<file path="config.mk">
export PLATFORM = sky130hd
export DESIGN_NAME = addr_map_cfg
export DESIGN_NICKNAME = d
export VERILOG_FILES = /design/src/rtl/addr_map_cfg_pkg.sv /design/src/rtl/addr_map_rule_check.sv /design/src/rtl/addr_map_cfg.sv
export SDC_FILE = /design/constraint.sdc
export NUM_CORES = 2
export LEC_CHECK = 0
export ABC_CLOCK_PERIOD_IN_PS = 4860
export CORE_ASPECT_RATIO = 1.1
export CORE_MARGIN = 2
export CORE_UTILIZATION = 52
export DETAILED_ROUTE_END_ITERATION = 10
export HOLD_SLACK_MARGIN = 0.06
export PLACE_DENSITY = 0.85
export SYNTH_ARGS = -nofsm -noshare
export SYNTH_HDL_FRONTEND = slang
export SYNTH_SLANG_ARGS = --single-unit
export TNS_END_PERCENT = 5
</file>
<file path="constraint.sdc">
create_clock -name clk_i -period 4.86 [get_ports clk_i]
set_input_delay 0.972 -clock clk_i [delete_from_list [all_inputs] [get_ports clk_i]]
set_output_delay 0.972 -clock clk_i [all_outputs]
set_load 0.05 [all_outputs]
</file>
<file path="src/rtl/addr_map_cfg_pkg.sv">
`default_nettype none
// ============================================================================
// Module      : addr_map_cfg_pkg
// Description : Shared types and helpers for the address-map configuration
//               controller. It provides the address and rule types, the
//               controller state encoding, the slot-index width helper and
//               the rule-pair count helper.
// Revision    : 1.0 - initial release
// ============================================================================
package addr_map_cfg_pkg;

  typedef logic [31:0] addr_t;

  // One decoder rule: the half-open range [start_addr, end_addr) maps to idx.
  typedef struct packed {
    int unsigned idx;
    addr_t       start_addr;
    addr_t       end_addr;
  } rule_t;

  typedef enum logic [1:0] {
    IDLE     = 2'd0,
    CHK_RULE = 2'd1,
    CHK_PAIR = 2'd2,
    DONE     = 2'd3
  } state_e;

  // Width needed to index n entries; at least one bit.
  function automatic int unsigned idx_width(input int unsigned n);
    return (n > 1) ? $clog2(n) : 1;
  endfunction

  // Number of distinct rule pairs (i<j) the overlap scan visits.
  function automatic int unsigned num_pairs(input int unsigned n);
    return (n * (n - 1)) / 2;
  endfunction

endpackage
`default_nettype wire

</file>
<file path="src/rtl/addr_map_rule_check.sv">
`default_nettype none
// ============================================================================
// Module      : addr_map_rule_check
// Description : Combinational rule checker shared by every validation step.
//   rule_a_i  : rule under test / first rule of a pair
//   rule_b_i  : second rule of a pair (only the address range is used)
//   rule_ok_o : rule_a_i has start < end and a legal target index
//   overlap_o : the ranges of rule_a_i and rule_b_i intersect
// Revision    : 1.0 - initial release
// ============================================================================
module addr_map_rule_check
  import addr_map_cfg_pkg::*;
#(
  parameter int unsigned NoIndices = 4
) (
  input  rule_t rule_a_i,
  input  rule_t rule_b_i,
  output logic  rule_ok_o,
  output logic  overlap_o
);

  logic w_unused_idx_b;

  assign rule_ok_o = (rule_a_i.start_addr < rule_a_i.end_addr) &&
                     (rule_a_i.idx < NoIndices);

  // Half-open ranges intersect when each starts before the other ends.
  assign overlap_o = (rule_b_i.start_addr < rule_a_i.end_addr) &&
                     (rule_b_i.end_addr > rule_a_i.start_addr);

  assign w_unused_idx_b = |rule_b_i.idx;

endmodule
`default_nettype wire

</file>
<file path="src/rtl/addr_map_cfg.sv">
`default_nettype none
// ============================================================================
// Module      : addr_map_cfg
// Description : Runtime configuration controller for an address decoder.
//   Rules are written into a shadow array; a commit validates every rule
//   (one per cycle) and then every rule pair (one per cycle) before copying
//   the shadow array atomically into the active map.
//   clk_i, rst_ni            : clock, synchronous active-low reset
//   cfg_valid_i/cfg_ready_o  : rule write handshake (slot, rule)
//   cfg_err_o                : pulse, last accepted write had an illegal slot
//   commit_valid_i/_ready_o  : commit handshake
//   commit_done_o/_err_o     : commit completion pulse and rejection flag
//   err_slot_o               : first failing slot of a rejected commit
//   overlap_o                : active map contains overlapping rules
//   busy_o                   : validation in progress
//   addr_map_o, map_valid_o  : active map and its ever-committed flag
// Revision    : 1.0 - initial release
// ============================================================================
module addr_map_cfg
  import addr_map_cfg_pkg::*;
#(
  parameter  int unsigned NoRules   = 4,
  parameter  int unsigned NoIndices = 4,
  localparam int unsigned SlotWidth = idx_width(NoRules)
) (
  input  logic                        clk_i,
  input  logic                        rst_ni,
  input  logic                        cfg_valid_i,
  output logic                        cfg_ready_o,
  input  logic [SlotWidth-1:0]        cfg_slot_i,
  input  rule_t                       cfg_rule_i,
  output logic                        cfg_err_o,
  input  logic                        commit_valid_i,
  output logic                        commit_ready_o,
  output logic                        commit_done_o,
  output logic                        commit_err_o,
  output logic [SlotWidth-1:0]        err_slot_o,
  output logic                        overlap_o,
  output logic                        busy_o,
  output rule_t [NoRules-1:0]         addr_map_o,
  output logic                        map_valid_o
);

  state_e                 state_q, state_d;
  logic [SlotWidth-1:0]   i_q, i_d, j_q, j_d;
  logic                   sticky_q, sticky_d;
  rule_t [NoRules-1:0]    shadow_q, shadow_d;
  rule_t [NoRules-1:0]    map_q, map_d;
  logic                   map_valid_q, map_valid_d;
  logic                   overlap_q, overlap_d;
  logic [SlotWidth-1:0]   err_slot_q, err_slot_d;
  logic                   cfg_err_q, cfg_err_d;
  logic                   done_q, done_d;
  logic                   cerr_q, cerr_d;

  logic                   w_idle, w_slot_oob, w_rule_ok, w_overlap, w_finish_ok;

  assign w_idle     = (state_q == IDLE);
  assign w_slot_oob = 32'(cfg_slot_i) >= NoRules;

  // One checker, steered by the scan counters.
  addr_map_rule_check #(
    .NoIndices (NoIndices)
  ) u_rule_check (
    .rule_a_i  (shadow_q[i_q]),
    .rule_b_i  (shadow_q[j_q]),
    .rule_ok_o (w_rule_ok),
    .overlap_o (w_overlap)
  );

  always_comb begin
    state_d     = state_q;
    i_d         = i_q;
    j_d         = j_q;
    sticky_d    = sticky_q;
    shadow_d    = shadow_q;
    map_d       = map_q;
    map_valid_d = map_valid_q;
    overlap_d   = overlap_q;
    err_slot_d  = err_slot_q;
    cfg_err_d   = 1'b0;
    done_d      = 1'b0;
    cerr_d      = 1'b0;
    w_finish_ok = 1'b0;

    case (state_q)
      IDLE: begin
        // A write in the commit cycle lands in shadow before CHK_RULE reads it.
        if (cfg_valid_i) begin
          if (w_slot_oob) cfg_err_d = 1'b1;
          else            shadow_d[cfg_slot_i] = cfg_rule_i;
        end
        if (commit_valid_i) begin
          state_d = CHK_RULE;
          i_d     = '0;
          j_d     = SlotWidth'(1);
        end
      end
      CHK_RULE: begin
        if (!w_rule_ok) begin
          err_slot_d = i_q;
          state_d    = DONE;
          done_d     = 1'b1;
          cerr_d     = 1'b1;
        end else if (i_q == SlotWidth'(NoRules - 1)) begin
          if (NoRules == 1) begin
            w_finish_ok = 1'b1;
          end else begin
            state_d = CHK_PAIR;
            i_d     = '0;
            j_d     = SlotWidth'(1);
          end
        end else begin
          i_d = i_q + SlotWidth'(1);
        end
      end
      CHK_PAIR: begin
        if (w_overlap) sticky_d = 1'b1;
        if (i_q == SlotWidth'(NoRules - 2) && j_q == SlotWidth'(NoRules - 1)) begin
          w_finish_ok = 1'b1;
        end else if (j_q == SlotWidth'(NoRules - 1)) begin
          i_d = i_q + SlotWidth'(1);
          j_d = SlotWidth'(i_q + 2);
        end else begin
          j_d = j_q + SlotWidth'(1);
        end
      end
      DONE: begin
        state_d  = IDLE;
        sticky_d = 1'b0;
        i_d      = '0;
        j_d      = '0;
      end
      default: state_d = IDLE;
    endcase

    // The active map is loaded on entry to DONE so it is visible with the pulse.
    if (w_finish_ok) begin
      state_d     = DONE;
      done_d      = 1'b1;
      map_d       = shadow_q;
      map_valid_d = 1'b1;
      overlap_d   = sticky_d;
    end
  end

  always_ff @(posedge clk_i) begin
    if (!rst_ni) begin
      state_q     <= IDLE;
      i_q         <= '0;
      j_q         <= '0;
      sticky_q    <= 1'b0;
      shadow_q    <= '0;
      map_q       <= '0;
      map_valid_q <= 1'b0;
      overlap_q   <= 1'b0;
      err_slot_q  <= '0;
      cfg_err_q   <= 1'b0;
      done_q      <= 1'b0;
      cerr_q      <= 1'b0;
    end else begin
      state_q     <= state_d;
      i_q         <= i_d;
      j_q         <= j_d;
      sticky_q    <= sticky_d;
      shadow_q    <= shadow_d;
      map_q       <= map_d;
      map_valid_q <= map_valid_d;
      overlap_q   <= overlap_d;
      err_slot_q  <= err_slot_d;
      cfg_err_q   <= cfg_err_d;
      done_q      <= done_d;
      cerr_q      <= cerr_d;
    end
  end

  assign cfg_ready_o    = w_idle;
  assign commit_ready_o = w_idle;
  assign busy_o         = !w_idle;
  assign cfg_err_o      = cfg_err_q;
  assign commit_done_o  = done_q;
  assign commit_err_o   = cerr_q;
  assign err_slot_o     = err_slot_q;
  assign overlap_o      = overlap_q;
  assign addr_map_o     = map_q;
  assign map_valid_o    = map_valid_q;

endmodule
`default_nettype wire

</file>
==> metrics.cfg <==
[sta]
finalHoldViolations = 0
finalSetupViolations = 0
setup_tns_ps = 0
worst_pin_slew_ps = 878
final-max-slew-violation-count = 0
grt_setup_unrepaired = no
fmax_ghz = 0.251
relSlewSlack_pct = 41.3
skew_ps = 30.8
finalCriticalPeriod_ps = 3980
fin_crit_sh_pct = 81.9

[place]
dpl.hpwl_um = 77500
placedCellCount = 4991
port_buffers = 494
place_congestion = 0.999

[worst_setup_path]
critPathMaxFanout = 35
arrival_ps = 4520
worstSetupPathType = reg2reg
cp-end-kind = register
required_ps = 5400
start_kind = register
r2r-start = i_q[1]
crit_path_start = i_q[1]

[yosys]
synth-edff-count = 0
synth_cell_types = 51
syn_area_per_cell_um2 = 8.23
synth_area_leaders = dfxtp_1, nand2_1, a21oi_1
netlist_area_um2 = 32300
synth_top_area_share_pct = 48.4
synthesis.nets = 4125
ys_ff_latch = 781
synth_ff_type = dfxtp_1
yosys_warnings = 0
async_flop_share_pct = 0
yosysTopAreaCell = dfxtp_1
synthCells = 3922
yosysSeqAreaShare_pct = 48.4

[power_and_ir_drop]
p_total_mw = 15.8
p_leak_nw = 13.6
p_per_area_nw_per_um2 = 390
peakVddDrop_mv = 0.274

[routing]
drt_iter0_markers = 3343
wl_um = 111000
wl_per_cell_um = 21.6
drc = 0
via_count = 30200
final_antenna_net_count = 0
viasPerCell = 5.88
drtPass1Iterations = 8

[clock_tree]
htree_num_levels = 3
clockRootBuffer = clkbuf_16
numCtsBuffers = 78
clockBufferDepth = 3
cts_setup_buffers = 0
cts_resized = 0
cts_tree = built
clk_pin_slew_ps = 60
clk_latency_ps = 630
cts_hold_buf = 0
clock_sinks = 781

[floorplanning]
design.core.area_um2 = 61200
die_area_um2 = 64100
die-width_um = 242
die_y_um = 265
rows = 95
io_pins = 496
start_util_pct = 52.8

[cells_and_area]
layout_commonest_cell = nand2_1
drive_gt1_share_pct = 7.36
finalNonFillerCells = 5136
final_nets = 4450
layout_common_cells = nand2_1, a21oi_1, dfxtp_1
syn2layout_area_growth_pct = 25.5

[global_routing]
grt_pass1_vias = 28100
grt_first_pass_wirelength_um = 167000
track_usage_pct = 33.3
gr-total-overflow = 0
grt_max_degree = 137
antenna_found_initial = 8

[worst_hold_path]
hold_class = reg2reg
hold_path_startpoint = addr_map_o[37]

[outcome]
status = finished clean

[run]
max-cap-violations = 0

==> worst max-delay path: stages (launching register included) <==
cell     delay, ps
dfxtp_4        770
buf_12         300
mux4_2         540
ha_1           320
nand4_1        160
or2_0          290
or4_1          580
a31oi_2        380
nor3_1         120
a31o_2         280
a21oi_1        120
==> through the flow <==
step                hold slack, ps  cell area, um^2  worst slack, ps  utilization, %
floorplan                      432            32300             1070               -
global placement               436            37800              927            61.7
detailed placement             446            37800              896            61.7
CTS                            454            40500              856            66.2
global route                   467            40500              656            66.2
finish                         452            40500              880            66.2
==> per-layer routing <==
layer	vias to the layer above	routed length [um]	global-route usage [%]
met5	-	36	0
met4	6	5900	16.5
met3	374	11200	8.32
met2	1642	53700	56.1
met1	14400	40200	39.6
li1	13800	-	-
==> Yosys cell counts, types with 24 or more instances <==
library cell / number
nand4_1: 28
buf_1: 24
mux4_2: 128
a21oi_1: 793
inv_1: 76
clkbuf_1: 259
dfxtp_1: 781
nor4_1: 27
a21o_1: 26
nand2_1: 1554
ha_1: 101
==> final cells by class <==
| cell class | count | area (um^2) |
|---|---|---|
| inverters | 76 | 293 |
| well taps | 824 | 1030 |
| fillers | 4793 | 20700 |
| flip-flops and latches | 781 | 15700 |
| clock buffers | 112 | 2320 |
| diodes | 5 | 12.5 |
| multi-input cells | 2774 | 15300 |
| clock inverters | 28 | 399 |
| repair buffers | 536 | 5510 |
==> kinds of logic (layout without fill, tap and decap cells) <==
| kind of cell | Yosys count | in the layout | synth area share (%) |
|---|---|---|---|
| other | 1 | 6 | 0.0116 |
| adder cells (fa/ha/maj) | 101 | 101 | 3.91 |
| flip-flops | 781 | 781 | 48.4 |
| AND/OR/NAND/NOR | 1664 | 1664 | 20.0 |
| buffers and inverters | 367 | 752 | 4.35 |
| AO/OA/AOI/OAI | 875 | 875 | 14.2 |
| multiplexers | 133 | 133 | 9.08 |
==> report_power, final <==
part,internal (mW),switching (mW),leakage [nW]
sequential,6.64,0.456,6.31
clock,3.77,2.60,1.34
combinational,0.945,1.42,5.94
total,11.4,4.48,13.6
==> registers in the layout (all words and copies together), names as in the netlist <==
register and flops:
overlap_o 1, map_valid_o 1, addr_map_o 384, commit_err_o 1
err_slot_o 2, shadow_q 384, commit_done_o 1, state_q 2
i_q 2, sticky_q 1, j_q 2
==> worst paths after layout <==
path / to / slack, ps / depth (start not counted)
min reg2reg: addr_map_o[37] / 450 / 2
max: state_q[1] / 880 / 10
max reg2reg: state_q[1] / 880 / 10
min: addr_map_o[37] / 450 / 2
(Power assumes the default switching activity.)
